File: src/rtl/snn_weight_arbiter.sv
`timescale 1ns/1ps
// snn_weight_arbiter
// Shares one single-port weight BRAM between NUM_REQ layer engines (reads)
// and the host weight loader (writes). Host writes win outright. Reads are
// granted to the current burst owner until it stops requesting or hits
// MAX_BURST. After that, grants rotate round-robin. Granted reads are tagged
// with a one-hot requester id that travels beside the BRAM latency, so data
// comes back to the right engine a fixed 2+MEM_LATENCY cycles after accept.
//
// Ports:
//   clk, rst_n        clock, asynchronous active-low reset
//   req_read_en       per-requester level read request
//   req_addr          packed read addresses, requester i at [i*ADDR_WIDTH +: ADDR_WIDTH]
//   req_ready         one-hot combinational grant (accept = en && ready)
//   rsp_valid         one-hot single-cycle read-data valid
//   rsp_data          registered BRAM read data, broadcast
//   host_wr_en/addr/data, host_wr_ready   host write request and accept
//   mem_en/we/addr/wdata, mem_rdata       registered BRAM interface
//   busy              request pending or read in flight
//
// Optional build macro SNN_WEIGHT_ARB_STATS_EN adds the grant_count,
// stall_cycles and host_wr_count statistics outputs.
module snn_weight_arbiter #(
  parameter int unsigned NUM_REQ      = 4,
  parameter int unsigned ADDR_WIDTH   = 16,
  parameter int unsigned WEIGHT_WIDTH = 8,
  parameter int unsigned MEM_LATENCY  = 1,
  parameter int unsigned MAX_BURST    = 8
) (
  input  logic                          clk,
  input  logic                          rst_n,
  input  logic [NUM_REQ-1:0]            req_read_en,
  input  logic [NUM_REQ*ADDR_WIDTH-1:0] req_addr,
  output logic [NUM_REQ-1:0]            req_ready,
  output logic [NUM_REQ-1:0]            rsp_valid,
  output logic [WEIGHT_WIDTH-1:0]       rsp_data,
  input  logic                          host_wr_en,
  input  logic [ADDR_WIDTH-1:0]         host_wr_addr,
  input  logic [WEIGHT_WIDTH-1:0]       host_wr_data,
  output logic                          host_wr_ready,
  output logic                          mem_en,
  output logic                          mem_we,
  output logic [ADDR_WIDTH-1:0]         mem_addr,
  output logic [WEIGHT_WIDTH-1:0]       mem_wdata,
  input  logic [WEIGHT_WIDTH-1:0]       mem_rdata,
  output logic                          busy
`ifdef SNN_WEIGHT_ARB_STATS_EN
  ,
  output logic [NUM_REQ*32-1:0]         grant_count,
  output logic [31:0]                   stall_cycles,
  output logic [31:0]                   host_wr_count
`endif
);

  localparam int unsigned IDX_W   = (NUM_REQ > 1) ? $clog2(NUM_REQ) : 1;
  localparam int unsigned BURST_W = $clog2(MAX_BURST + 1);
  localparam logic [BURST_W-1:0] BURST_MAX = BURST_W'(MAX_BURST);

  // Arbitration state
  logic               owner_vld_q, owner_vld_d;
  logic [IDX_W-1:0]   owner_q, owner_d;
  logic [IDX_W-1:0]   rr_ptr_q, rr_ptr_d;
  logic [BURST_W-1:0] burst_cnt_q, burst_cnt_d;

  // Combinational grant
  logic               host_acc;
  logic               grant_vld;
  logic [IDX_W-1:0]   grant_idx;
  logic [IDX_W-1:0]   cand;
  logic [NUM_REQ-1:0] grant_oh;

  // Memory drive registers
  logic                    mem_en_q, mem_en_d;
  logic                    mem_we_q, mem_we_d;
  logic [ADDR_WIDTH-1:0]   mem_addr_q, mem_addr_d;
  logic [WEIGHT_WIDTH-1:0] mem_wdata_q, mem_wdata_d;

  // Tag pipeline (stage 0 = mem drive cycle) and response registers
  logic [MEM_LATENCY:0][NUM_REQ-1:0] tag_q, tag_d;
  logic [NUM_REQ-1:0]                rsp_valid_q, rsp_valid_d;
  logic [WEIGHT_WIDTH-1:0]           rsp_data_q, rsp_data_d;

  // Grant selection. Combinational outputs are forced low while in reset.
  always_comb begin
    host_acc  = 1'b0;
    grant_vld = 1'b0;
    grant_idx = '0;
    cand      = '0;
    if (rst_n) begin
      if (host_wr_en) begin
        host_acc = 1'b1;
      end else if (owner_vld_q && req_read_en[owner_q] && (burst_cnt_q < BURST_MAX)) begin
        grant_vld = 1'b1;
        grant_idx = owner_q;
      end else begin
        // Scan ends at rr_ptr itself, so a lone requester is always re-granted.
        for (int unsigned k = 1; k <= NUM_REQ; k++) begin
          cand = IDX_W'((32'(rr_ptr_q) + k) % NUM_REQ);
          if (!grant_vld && req_read_en[cand]) begin
            grant_vld = 1'b1;
            grant_idx = cand;
          end
        end
      end
    end
    grant_oh = '0;
    if (grant_vld) grant_oh[grant_idx] = 1'b1;
  end

  // Owner / burst bookkeeping. A host cycle leaves the burst untouched
  // unless the owner has dropped its request.
  always_comb begin
    owner_vld_d = owner_vld_q;
    owner_d     = owner_q;
    rr_ptr_d    = rr_ptr_q;
    burst_cnt_d = burst_cnt_q;
    if (grant_vld) begin
      if (owner_vld_q && (grant_idx == owner_q)) begin
        if (burst_cnt_q < BURST_MAX) burst_cnt_d = burst_cnt_q + BURST_W'(1);
      end else begin
        owner_vld_d = 1'b1;
        owner_d     = grant_idx;
        rr_ptr_d    = grant_idx;
        burst_cnt_d = BURST_W'(1);
      end
    end else if (owner_vld_q && !req_read_en[owner_q]) begin
      owner_vld_d = 1'b0;
      burst_cnt_d = '0;
    end
  end

  // Memory drive and read return
  always_comb begin
    mem_en_d    = host_acc | grant_vld;
    mem_we_d    = host_acc;
    mem_addr_d  = mem_addr_q;
    mem_wdata_d = mem_wdata_q;
    if (host_acc) begin
      mem_addr_d  = host_wr_addr;
      mem_wdata_d = host_wr_data;
    end else if (grant_vld) begin
      mem_addr_d  = req_addr[32'(grant_idx)*ADDR_WIDTH +: ADDR_WIDTH];
    end
    tag_d       = {tag_q[MEM_LATENCY-1:0], grant_oh};
    rsp_valid_d = tag_q[MEM_LATENCY];
    rsp_data_d  = mem_rdata;
  end

  always_ff @(posedge clk or negedge rst_n) begin
    if (!rst_n) begin
      owner_vld_q <= 1'b0;
      owner_q     <= '0;
      rr_ptr_q    <= '0;
      burst_cnt_q <= '0;
      mem_en_q    <= 1'b0;
      mem_we_q    <= 1'b0;
      mem_addr_q  <= '0;
      mem_wdata_q <= '0;
      tag_q       <= '0;
      rsp_valid_q <= '0;
      rsp_data_q  <= '0;
    end else begin
      owner_vld_q <= owner_vld_d;
      owner_q     <= owner_d;
      rr_ptr_q    <= rr_ptr_d;
      burst_cnt_q <= burst_cnt_d;
      mem_en_q    <= mem_en_d;
      mem_we_q    <= mem_we_d;
      mem_addr_q  <= mem_addr_d;
      mem_wdata_q <= mem_wdata_d;
      tag_q       <= tag_d;
      rsp_valid_q <= rsp_valid_d;
      rsp_data_q  <= rsp_data_d;
    end
  end

  assign req_ready     = grant_oh;
  assign host_wr_ready = host_acc;
  assign mem_en        = mem_en_q;
  assign mem_we        = mem_we_q;
  assign mem_addr      = mem_addr_q;
  assign mem_wdata     = mem_wdata_q;
  assign rsp_valid     = rsp_valid_q;
  assign rsp_data      = rsp_data_q;
  assign busy          = rst_n & ((|req_read_en) | host_wr_en | (|tag_q));

`ifdef SNN_WEIGHT_ARB_STATS_EN
  logic [NUM_REQ-1:0][31:0] grant_cnt_q, grant_cnt_d;
  logic [31:0]              stall_cnt_q, stall_cnt_d;
  logic [31:0]              host_cnt_q, host_cnt_d;

  always_comb begin
    grant_cnt_d = grant_cnt_q;
    for (int unsigned i = 0; i < NUM_REQ; i++) begin
      if (grant_oh[i]) grant_cnt_d[i] = grant_cnt_q[i] + 32'd1;
    end
    stall_cnt_d = stall_cnt_q + {31'd0, |(req_read_en & ~grant_oh)};
    host_cnt_d  = host_cnt_q + {31'd0, host_acc};
  end

  always_ff @(posedge clk or negedge rst_n) begin
    if (!rst_n) begin
      grant_cnt_q <= '0;
      stall_cnt_q <= '0;
      host_cnt_q  <= '0;
    end else begin
      grant_cnt_q <= grant_cnt_d;
      stall_cnt_q <= stall_cnt_d;
      host_cnt_q  <= host_cnt_d;
    end
  end

  assign grant_count   = grant_cnt_q;
  assign stall_cycles  = stall_cnt_q;
  assign host_wr_count = host_cnt_q;
`endif

endmodule
File: config.mk
export PLATFORM = sky130hd
export DESIGN_NAME = snn_weight_arbiter
export DESIGN_NICKNAME = d
export VERILOG_FILES = /design/src/rtl/snn_weight_arbiter.sv
export SDC_FILE = /design/constraint.sdc
export NUM_CORES = 1
export LEC_CHECK = 0
export CAP_MARGIN = 20
export CORE_UTILIZATION = 45
export CTS_CLUSTER_DIAMETER = 40
export DETAILED_ROUTE_END_ITERATION = 12
export PLACE_DENSITY = 0.95
export SLEW_MARGIN = 20
export SYNTH_ARGS = -nofsm -noshare
export SYNTH_HDL_FRONTEND = slang
export SYNTH_SLANG_ARGS = --single-unit
File: constraint.sdc
create_clock -name clk -period 3.8 [get_ports clk]
set_clock_uncertainty 0.1 [all_clocks]
set_input_delay 0.38 -clock clk [delete_from_list [all_inputs] [get_ports clk]]
set_output_delay 0.38 -clock clk [all_outputs]
set_load 0.02 [all_outputs]
After elaboration in Yosys (flattened, before gate mapping)
Index checks and enable logic that the tools add are counted.
- $add $sub $neg: 5
- order comparisons: 8
- eq/ne operators: 3
- shifts and indexed selects: 1
- multiplexer cells: 47
- bitwise gates (word level): 5
- reductions and logical operators: 19
- operator list (operator ; number):
    indexed part select 64 x 7 -> 16 bit ; 1
    two-way mux 16 bit ; 2
    two-way mux 1 bit ; 27
    two-way mux 4 bit ; 5
    < comparator 2 x 3 -> 1 bit, second input constant ; 6
    two-way mux 2 bit ; 7
    binary-select mux 1 bit (select 2 bit) ; 5
    logical AND 1 bit ; 8
    OR reduction 8 bit ; 1
    AND reduction 2 bit ; 3
    adder 2 x 1 -> 2 bit, second input constant ; 2
    adder 2 bit, second input constant ; 2
    adder 4 x 1 -> 4 bit, second input constant ; 1
    zero test 1 bit ; 4
    < comparator 4 bit, second input constant ; 1
    nonzero test 2 bit ; 2
    OR reduction 4 bit ; 1
    != test 3 bit, second input constant ; 1
    bitwise OR 1 bit ; 3
    demux 1 bit (select 2 bit) ; 1
    == test 2 bit ; 1
    >= comparator 2 x 1 -> 1 bit, second input constant ; 1
    != test 2 bit, second input constant ; 1
    bitwise AND 1 bit ; 1
    inverter 1 bit ; 1
- register bits after elaboration: 53
- input port bits: 103
- output and inout bits: 44
- word-level logic and storage cells: 99

Logic depth before layout (Yosys ltp)
Gate-level depths: netlist (run 1).
- depth in word-level cells: 30
- gate-level depth with buffers: 9
- depth with buffers taken out: 6

Worst setup path after synthesis (run 1)
No wires, ideal clock.
- path kind: input to output
- start point: in req_read_en[1]
- end point: out req_ready[1]
- arrival time: 2.246 ns
- data required time: 3.320 ns
- slack: 1.074 ns
- cell stages on the path: 8
- path buffers: 3
- cell sequence: buf_4 -> mux2_2 -> a22o_4 -> or3_1 -> o211ai_1 -> buf_2 -> nor3b_1 -> buf_4
- RTL lines (item ; RTL line ; source):
    start: declaration ; 32 ; input logic [NUM_REQ-1:0] req_read_en,
    end: declaration ; 34 ; output logic [NUM_REQ-1:0] req_ready,

Final worst setup path (run 1)
- start point: in req_read_en[0]
- end point: out req_ready[3]
- cells in the longest elaborated chain, start to end: 29
- elaborated cells on any way between the ends: 47
- classes of those cells: 2 x order compare; 36 x mux; 9 x reduce/logical
- RTL lines (item ; RTL line ; source):
    binary-select mux 1 bit (select 2 bit) ; 99 ; if (!grant_vld && req_read_en[cand]) begin
    two-way mux 1 bit (not written as such) ; 99 ;
    two-way mux 1 bit ; 99 ;
    two-way mux 1 bit ; 92 ; end else if (owner_vld_q && req_read_en[owner_q] && (burst_cnt_q < BURST_MAX)) begin
    two-way mux 1 bit ; 90 ; if (host_wr_en) begin
    two-way mux 1 bit ; 89 ; if (rst_n) begin
    zero test 1 bit ; 99 ;
    logical AND 1 bit ; 99 ;
    (+13 left out) ; n/a ;
    two-way mux 2 bit ; 92 ;
    two-way mux 2 bit ; 90 ;
    two-way mux 2 bit ; 89 ;
    < comparator 2 x 3 -> 1 bit (not written as such) / >= comparator 2 x 1 -> 1 bit (equally long branches) ; 107 ; if (grant_vld) grant_oh[grant_idx] = 1'b1;
    logical AND 1 bit (not written as such) ; 107 ;
    two-way mux 1 bit (not written as such) ; 107 ;
    demux 1 bit (select 2 bit) ; 107 ;
    two-way mux 4 bit (*) ; 107 ;
Every way passes the cells marked *; elsewhere a longest branch is shown, timed or not. The select of a mux whose other input is x is not followed.

==> results.md, run 1 <==
- Die ar.: 7240 um^2
- Post-route cell area: 4740 um^2
- Fin Setup TNS: 0 ns
- All-Layer GR Usage: between 20% and 30%
- Netlist cell types: 57
- Worst vdd ir: 0.294 mV
- Tot Pwr: 2280 uW
- Power density cells: just under 500 nW/um^2
- Most used cell, CP: clkdlybuf4s50_1
- Antenna violations before repair: 0
- Max cap viols: 0
- Area leader, netlist: dfrtp_1
- Reg area: 1330 um^2
- #FFs+latches synth: between 50 and 60
- CTS sink count: 53
- Post-synthesis sequential area ratio: a little over two fifths
- Measured slew at the worst slew-check pin: between 0.9 and 1 ns
- Req. time, crit path: approximately 3.3 ns
- CTS tree: done
- Port Buffers: 146
- Via count: 3,127
- Die X: 85.1 um
- CP Cell Sequence: clkdlybuf4s50_1, mux2_2, a22o_4, or3_1, o211ai_1, buf_4, and2_1, clkdlybuf4s50_1
- Setup violations, final: 0
- Layout Cells excl Fill: around 520
- Synth cell count leaders: 53 x dfrtp_1, 25 x a211oi_1, 23 x mux2i_1, 18 x inv_1, 16 x nand2_1
- CTS max path bufs: 2
- Synthesized instance count: approximately 300
- Total Wirelength: 9990 um
- Delay-heaviest family, CP: buffers and inverters
- Ant diodes: 0
- Critical path arrival: 3.17 ns
- Cell with the most instances after synthesis: dfrtp_1
- Max FO, Critical Path: 10
- Status: finished clean
- CP endpoint kind: primary output
- H-tree Lvls: 2
- Worst hold path class: reg -> reg
- Clock slew at reported path FFs: 0.11 ns
- Syn nets: 400
- Worst path slowest cell: clkdlybuf4s50_1
- Die span in y: 85.1 um
- Row count: 29
- Number of nets in the layout: 545
- Pin count of the biggest net entering global routing: 37
- Number of flops mapped to enable cells by yosys: 0
- Vias in the first global route: 3,227
- Overflow after GRT: 0
- Synth Warn #: 0
- Core outline area: around 6500 um^2
- Setup Fix Bufs, Post-CTS: 0
- Crit start category: input port
- Synth top area cells: dfrtp_1 43%, mux2i_1 7.4%, a211oi_1 6.0%
- Post-layout min period: between 3 and 4 ns
- Final Wtd Congestion: roughly 0.96
- Most used DFF post-synth: dfrtp_1
- DRT antenna net count: 0
- P_leak: 0.00198 uW
- First-pass GRT wire length: between 15,000 and 20,000 um
- Hold_buf cts: 1
- Fin crit share: between 90% and 100%
- Io pins: 147
- Setup CP Type: in -> out
- Post-synthesis cell area: 3110 um^2
- DR iter-0 viols: 230
- Worst-Skew Late Latency: 0.33 ns
- Number of vias per cell: 6.03
- Synth top area share: 42.7%
- TritonCTS Buffers: 5
- Synthesized area per cell: 10.5 um^2
- Area of the multi-input gates: between 1500 and 2000 um^2
- DPL Wire Length: 7340 um
- Resized Gates After CTS: 0
- Root buffer cell: clkbuf_8
- Slew headroom: a little over a third
- RSZ-0062 raised after global routing: no
- Max incr delay on CP: 0.60 ns
- Buf/Inv on CP: 3
- Layout cell share with drive strength beyond 1: 13.1%
- Router iterations before antenna repair: 5
- Drt drc: 0
- Initial Util: 47.9%
- Final Max Tran Viols: 0
- WL/cell: between 15 and 20 um
- Cell count after placement: 510
- Layout fillers: 418
- Synth-to-Final Area Change: 52.5%
- Async S/R FF share, synth: between 90% and 100%
- Placed Area: 4630 um^2
- Hold Vio Cnt, Final: 0
- Fmax: 0.274 GHz
routing by layer:
metal  wire (um)  up-vias  track usage, %
li1            -     1396               -
met1        3520     1472            31.7
met2        5080      216            52.5
met3        1020       43            6.61
met4         376        0            12.2
met5           0        -               0
worst paths after layout:
check	slack, ns	from	cells after the start	end
setup / recovery	0.15	req_read_en[0]	8	req_ready[3]
hold / removal	0.29	tag_d[4]	0	rsp_valid_d[0]
setup reg to reg	0.87	rr_ptr_q[0]	8	mem_addr[2]
hold reg to reg	0.29	tag_d[4]	0	rsp_valid_d[0]
max in group asynchronous	2.54	rst_n	3	rsp_valid[2]
min in group asynchronous	0.37	rst_n	2	rr_ptr_q[1]
report_power, final:
group / internal [uW] / leakage [uW] / total [uW] / switching [uW]
registers: 691 / 0.000660 / 806 / 115
clock network: 138 / 0.0000506 / 352 / 213
logic: 552 / 0.00127 / 1120 / 569
per-stage QoR:
step	hold WS [ns]	setup WS, ns	util (%)
6_report	0.293	0.145	73.0
5_1_grt	0.295	0.0505	73.0
4_1_cts	0.294	0.162	73.0
3_5_place_dp	0.144	0.229	71.3
3_3_place_gp	0.143	0.278	71.3
2_1_floorplan	-0.0156	1.07	-
state kept, by name (all words and copies together) (netlist names):
| signal | flops |
|---|---|
| burst_cnt_q | 4 |
| mem_we | 1 |
| mem_addr | 16 |
| rsp_data | 8 |
| mem_wdata | 8 |
| owner_vld_q | 1 |
| tag_d | 4 |
| rsp_valid | 4 |
| mem_en | 1 |
| rsp_valid_d | 4 |
| rr_ptr_q | 2 |
cell families (layout without fill, tap and decap cells):
family,count (synthesis),count (layout),share of synthesized area [%]
AOI/OAI and AO/OA,85,85,22.8
DFF,53,53,42.7
buffers and inverters,46,192,7.77
muxes,33,33,11.2
adders and majority gates,1,1,0.403
and+or+nand+nor,77,77,14.9
xor gates and xnor gates,1,1,0.282
area by class of cell:
type	count	share of cell area (%)
Timing Repair Buffer	165	33.8
Inverter	19	1.50
Multi-Input combinational cell	197	32.6
Clock buffer	5	1.45
Sequential cell	53	28.0
Tap cell	77	2.03
Clock inverter	3	0.607
worst register-to-register path, stage by stage, from the launching register on:
cell and delay [ns]:
dfrtp_1 0.47, mux2_2 0.40, a22o_4 0.25, or3_1 0.30, o211ai_1 0.26, buf_4 0.26, buf_4 0.26, nor2_1 0.16
a221oi_1 0.36
cells in the final DEF, fill, tap and decap left out, drive strengths merged, types with 2 or more instances in the layout:
master         netlist  routed
a211oi              35      35
a21o                 2       2
a21oi                6       6
a221oi               8       8
a22o                 2       2
a31o                 2       2
a31oi                2       2
and2                 7       7
and3                11      11
and3b                4       4
buf                 19      19
clkbuf               8       5
clkdlybuf4s50        0     145
clkinv               1       2
dfrtp               53      53
inv                 18      20
mux2                10      10
mux2i               23      23
nand2               16      16
nand2b               2       2
nand3                6       6
nor2                 5       5
nor2b                4       4
nor3                 4       4
nor3b                7       7
nor4                 5       5
o211ai               2       2
o21ai                5       5
o31ai               11      11
or2                  2       2
or3                  2       2
No activity file was read; power rests on OpenSTA's default activity.
==> run 2: changes to the inputs <==
--- a/config.mk
+++ b/config.mk
@@ -10,6 +10,7 @@
 export CTS_CLUSTER_DIAMETER = 40
 export DETAILED_ROUTE_END_ITERATION = 12
 export PLACE_DENSITY = 0.95
+export SETUP_SLACK_MARGIN = 0.3
 export SLEW_MARGIN = 20
 export SYNTH_ARGS = -nofsm -noshare
 export SYNTH_HDL_FRONTEND = slang
==> run 2 against run 1 <==
Total power rose by 0.23%. Count of clock-buffer cells in the layout stayed put. Sequential power is essentially flat. Wire length rose by 0.96%. Highest routed layer unchanged.
==> results.md, run 2 (same netlist as run 1, synthesis figures left out) <==
- Tot Pwr: 2280 uW (+0.23%)
- Worst Setup EP: req_ready[2]
- Overflow after GRT: 0 (unchanged)
- Pin count of the biggest net entering global routing: 37 (unchanged)
- Req. time, crit path: 3.32 ns (about the same)
- Power density cells: 480 nW/um^2 (-0.14%)
- Antenna violations before repair: 0 (unchanged)
- Router iterations before antenna repair: 5 (unchanged)
- Root buffer cell: clkbuf_8
- Reg2reg end: mem_addr[2]
- Row count: 29 (unchanged)
- Most frequent cells in the layout: 141 x clkdlybuf4s50_1, 53 x dfrtp_1, 25 x a211oi_1, 23 x mux2i_1, 19 x buf_4
- Worst hold path class: reg -> reg
- Hold path cells: 0 (unchanged)
- CTS sink count: 53 (unchanged)
- CTS tree: done
- Hold Vio Cnt, Final: 0 (unchanged)
- Layout cell share with drive strength beyond 1: 13.8% (+0.65 points)
- Synth-to-Final Area Change: 53.1%
- P_leak: 0.00202 uW (+2.2%)
- DPL Wire Length: 7340 um (unchanged)
- Largest register FFs: 16 (unchanged)
- Fin crit share: 89.2% (-7.0 points)
- Fmax: 0.295 GHz (+7.9%)
- Worst setup startpoint: req_read_en[2]
- Worst-Skew Late Latency: 0.33 ns (about the same)
- Met2 Wirelength: 5200 um (+2.4%)
- Total Wirelength: 10,100 um (+0.96%)
- Final core occ: 73.2% (+0.27 points)
- Highest metal used: met4
- Core outline area: 6490 um^2 (unchanged)
- CP endpoint kind: primary output
- Max cap viols: 0 (unchanged)
- Ant diodes: 0 (unchanged)
- Vias in the first global route: 3,227 (unchanged)
- Final Wtd Congestion: 0.957 (unchanged)
- Clock slew at reported path FFs: 0.11 ns (about the same)
- Via count: 3,118 (-0.29%)
- H-tree Lvls: 2 (unchanged)
- Final Max Tran Viols: 0 (unchanged)
- Critical path arrival: 2.91 ns (-0.26 ns)
- First-pass GRT wire length: 15,900 um (+0.18%)
- Io pins: 147 (unchanged)
- Port Buffers: 146 (unchanged)
- Slew headroom: 35.8% (+0.18 points)
- Status: finished clean
- All-Layer GR Usage: 28.7% (+0.063 points)
- DR iter-0 viols: 275 (+20%)
- Number of vias per cell: 6.00 (-0.48%)
- R2R Setup Slk: 0.78 ns (-0.09 ns)
- Commonest non-fill, non-tap cell in the layout: clkdlybuf4s50_1
- Max FO, Critical Path: 8 (-2)
- Drt drc: 0 (unchanged)
- Setup CP Type: in -> out
- Worst vdd ir: 0.294 mV (about the same)
- Die ar.: 7240 um^2 (unchanged)
- Layout fillers: 416 (-0.48%)
- Fin Setup TNS: 0 ns (unchanged)
- RSZ-0062 raised after global routing: no
- Met3 routed wirelength: 866 um (-15%)
- Initial Util: 47.9% (unchanged)
- DRT antenna net count: 0 (unchanged)
- Number of nets in the layout: 546 (+0.18%)
- WL/cell: 19.4 um (+0.77%)
- Die span in y: 85.1 um (unchanged)
- Reg area: 1330 um^2 (unchanged)
- Die X: 85.1 um (unchanged)
- Crit start category: input port
- Area of the multi-input gates: 1550 um^2 (+0.32%)
- Wl on met1: 3740 um (+6.2%)
- R2R depth: 9 (+1)
- TritonCTS Buffers: 5 (unchanged)
- Measured slew at the worst slew-check pin: 0.960 ns (-0.00263 ns)
- Post-layout min period: 3.39 ns (-0.267 ns)
- R2r startpoint: rr_ptr_q[0]
- Setup violations, final: 0 (unchanged)
- CTS max path bufs: 2 (unchanged)
run 2: changes by cell type in the layout (fill, tap and decap cells not counted):
cell,delta
buf_2,-1
buf_4,+1
clkbuf_4,+1
clkdlybuf4s50_1,-4
dlygate4sd2_1,+2
dlymetal6s2s_1,+2
nand2b_1,-1
nand2b_2,+1
nor2b_1,-1
nor2b_2,+1
run 2: layer usage:
metal	GRT usage [%]	vias up
li1	-	1398
met1	31.5	1481
met2	52.7	208
met3	6.91	31
met4	12.3	0
met5	0	-
run 2: through the flow:
stage | std cells | worst slack, ns | hold slack [ns] | instance area [um^2]
finish | 520 | 0.412 | 0.296 | 4760
global route | 520 | 0.338 | 0.295 | 4760
CTS | 520 | 0.248 | 0.294 | 4740
detailed placement | 510 | 0.229 | 0.144 | 4630
global placement | 510 | 0.278 | 0.143 | 4630
floorplan | 296 | 1.07 | -0.0156 | 3110
run 2: area by class of cell:
type / instances / share of cell area (%)
Clock buffer: 5 / 1.45
Clock inverter: 3 / 0.605
Inverter: 19 / 1.50
Multi-Input combinational cell: 197 / 32.6
Sequential cell: 53 / 27.9
Tap cell: 77 / 2.03
Timing Repair Buffer: 166 / 33.9
run 2: worst max-delay path, cell delays in order:
cell and delay [ns]:
clkdlybuf4s50_1 0.45, buf_4 0.18, or4_4 0.57, nand3_1 0.11
a31o_2 0.11, o211ai_1 0.12, buf_4 0.18, nor2b_1 0.15
clkdlybuf4s50_1 0.66
run 2: repair_timing:
| item | 4_1_cts | 5_1_grt |
|---|---|---|
| hold endpoints to repair | 3 | 0 |
| hold buffers | 1 | 0 |
| setup endpoints to repair | 3 | 1 |
| resized for setup | 2 | 5 |
| buffers inserted | 1 | 0 |
run 2: report_power, final:
group / switching, uW / internal (uW) / total (uW)
combinational: 572 / 553 / 1130
sequential: 115 / 691 / 806
clock: 214 / 138 / 353
total: 902 / 1380 / 2280
run 2: how the worst min path moves through the flow:
stage / startpoint / end / slack [ns]
global placement: rst_n / rr_ptr_q[1] / 0.14
global route: tag_d[4] / rsp_valid_d[0] / 0.29
detailed placement: rst_n / rr_ptr_q[1] / 0.14
finish: tag_d[4] / rsp_valid_d[0] / 0.30
CTS: tag_d[6] / rsp_valid_d[2] / 0.29
floorplan: rst_n / burst_cnt_q[0] / -0.02
==> run 3: changes to the inputs <==
--- a/config.mk
+++ b/config.mk
@@ -9,9 +9,10 @@
 export CORE_UTILIZATION = 45
 export CTS_CLUSTER_DIAMETER = 40
 export DETAILED_ROUTE_END_ITERATION = 12
+export GPL_TIMING_DRIVEN = 0
 export PLACE_DENSITY = 0.95
 export SETUP_SLACK_MARGIN = 0.3
-export SLEW_MARGIN = 20
+export SLEW_MARGIN = 10
 export SYNTH_ARGS = -nofsm -noshare
 export SYNTH_HDL_FRONTEND = slang
 export SYNTH_SLANG_ARGS = --single-unit
==> run 3 against run 2 <==
Utilization grew 1.8 points. Worst hold slack got worse by 0.25 ns. Flip-flop and latch count did not move. Count of clock-buffer cells in the layout unchanged. Critical path type unchanged. Largest power group unchanged. Cell area grew 2.5%. Clock power hardly changed. Via count up 6.2%. First-iteration DRC count down 7.6%. Worst setup slack worse by 0.052 ns. Register-to-register slack improved by 0.12 ns.
==> results.md, run 3 (same netlist as run 1, synthesis figures left out) <==
- Synth-to-Final Area Change: 56.9%
- Critical path arrival: 2.96 ns (+0.05 ns)
- Buf/Inv on CP: 6 (+2)
- Layout fillers: 419 (+0.72%)
- WL/cell: 21.2 um (+9.3%)
- Fin crit share: 90.5% (+1.4 points)
- CTS max path bufs: 2 (unchanged)
- Post-route cell area: 4880 um^2 (+2.5%)
- Number of nets in the layout: 561 (+2.7%)
- Slew headroom: 54.4% (+19 points)
- Core outline area: 6490 um^2 (unchanged)
- Most frequent cells in the layout: 138 x clkdlybuf4s50_1, 53 x dfrtp_1, 25 x a211oi_1, 23 x mux2i_1, 18 x inv_1
- Number of vias per cell: 6.19 (+3.2%)
- Die X: 85.1 um (unchanged)
- Area of the multi-input gates: 1560 um^2 (+0.56%)
- Worst path slowest cell: or4_4
- Max cap viols: 0 (unchanged)
- Die span in y: 85.1 um (unchanged)
- Port Buffers: 144 (-1.4%)
- Largest register FFs: 16 (unchanged)
- Power density cells: 487 nW/um^2 (+1.5%)
- Most used cell, CP: buf_4
- Antenna violations before repair: 0 (unchanged)
- Router iterations before antenna repair: 5 (unchanged)
- Row count: 29 (unchanged)
- Measured slew at the worst slew-check pin: 0.682 ns (-0.278 ns)
- Hold Vio Cnt, Final: 0 (unchanged)
- Pin count of the biggest net entering global routing: 31 (-16%)
- Worst hold path class: in -> async
- Drt drc: 0 (unchanged)
- All-Layer GR Usage: 32.1% (+3.4 points)
- H-tree Lvls: 2 (unchanged)
- Tot Pwr: 2380 uW (+4.1%)
- Setup violations, final: 0 (unchanged)
- Vias in the first global route: 3,406 (+5.5%)
- Clock slew at reported path FFs: 0.11 ns (about the same)
- Initial Util: 47.9% (unchanged)
- Overflow after GRT: 0 (unchanged)
- Die ar.: 7240 um^2 (unchanged)
- Final hold slack: 0.0471 ns (-0.249 ns)
- TritonCTS Buffers: 5 (unchanged)
- R2R depth: 9 (unchanged)
- Reg2reg end: mem_addr[2]
- CTS sink count: 53 (unchanged)
- Via count: 3,310 (+6.2%)
- Max incr delay on CP: 0.56 ns (-0.10 ns)
- Max FO, Critical Path: 10 (+2)
- Post-layout min period: 3.44 ns (+0.0517 ns)
- R2r startpoint: rr_ptr_q[1]
- Root buffer cell: clkbuf_8
- RSZ-0062 raised after global routing: no
- Crit. path cell count: 11 (+2)
- Io pins: 147 (unchanged)
- Commonest non-fill, non-tap cell in the layout: clkdlybuf4s50_1
- Total Wirelength: 11,300 um (+12%)
- Layout cell share with drive strength beyond 1: 15.9% (+2.2 points)
- Delay-heaviest family, CP: buffers and inverters
- First-pass GRT wire length: 17,800 um (+12%)
- Reg area: 1330 um^2 (unchanged)
- Status: finished clean
- Final Wtd Congestion: 0.833 (-13%)
- Worst-Skew Late Latency: 0.32 ns (about the same)
- Placed Area: 4660 um^2 (+0.62%)
- CTS tree: done
- CP endpoint kind: primary output
- Fmax: 0.291 GHz (-1.5%)
- Ant diodes: 0 (unchanged)
- Final Max Tran Viols: 0 (unchanged)
- DPL Wire Length: 7760 um (+5.7%)
- Req. time, crit path: 3.32 ns (about the same)
- Worst vdd ir: 0.238 mV (-19%)
- DR iter-0 viols: 254 (-7.6%)
- DRT antenna net count: 0 (unchanged)
- R2R Setup Slk: 0.90 ns (+0.12 ns)
- Crit start category: input port
- Setup CP Type: in -> out
- CP Cell Sequence: clkdlybuf4s50_1, clkbuf_4, or4_4, nand3_1, a31oi_2, or2_1, buf_6, buf_4, nor3_2, buf_4, clkdlybuf4s15_2
- P_leak: 0.00207 uW (+2.7%)
-- run 3: cell types whose count changed in the layout (fill, tap and decap cells not counted), moves of 2 or more --
cell	delta
buf_6	+3
clkbuf_1	+7
clkdlybuf4s50_1	-3
buf_2	+5
buf_12	+3
clkbuf_2	+2
buf_4	-3
-- run 3: area by class of cell --
type | instances | share of cell area (%)
clock inverter | 3 | 0.590
tap | 77 | 1.98
clock buffer | 5 | 1.41
multi-input combinational | 197 | 32.0
sequential | 53 | 27.2
buffer | 26 | 3.62
timing repair buffer | 155 | 31.8
inverter | 19 | 1.46
-- run 3: metal layers --
layer	wire length [um]	global-route usage, %
met1	4220	37.6
met2	5630	57.5
met3	1070	5.64
met4	430	14.3
met5	0	0
-- run 3: timing repair --
item / 4_1_cts / 5_1_grt
gates resized for setup: 11 / 9
setup endpoints to repair: 4 / 4
pin swaps: 3 / 3
hold endpoints to repair: 23 / 0
setup buffers: 4 / 3
hold buffers: 2 / 0
-- run 3: worst max-delay path by stage --
| stage | startpoint | to | slack, ns |
|---|---|---|---|
| floorplan | req_read_en[1] | req_ready[1] | 1.07 |
| global placement | rst_n | req_ready[1] | -1.75 |
| detailed placement | req_read_en[0] | req_ready[1] | -0.27 |
| CTS | rr_ptr_q[1] | req_ready[1] | 0.11 |
| global route | req_read_en[3] | req_ready[0] | 0.35 |
| finish | req_read_en[3] | req_ready[0] | 0.36 |
-- run 3: tightest hold or removal path, stage by stage --
cell and delay (ns):
buf_4 0.14, buf_12 0.13, buf_12 0.20
-- run 3: through the flow --
stage          TNS [ns]  instances  setup slack (ns)  util [%]
2_1_floorplan         0        296              1.07         -
3_3_place_gp     -31.60        517             -1.75      71.5
3_5_place_dp     -0.610        518            -0.271      71.8
4_1_cts               0        532             0.112      74.4
5_1_grt               0        535             0.351      75.1
6_report              0        535             0.360      75.1
-- run 3: where the power goes --
part | leakage, uW | switching [uW] | internal [uW]
logic | 0.00136 | 638 | 593
registers | 0.000660 | 103 | 691
clock network | 0.0000506 | 214 | 138
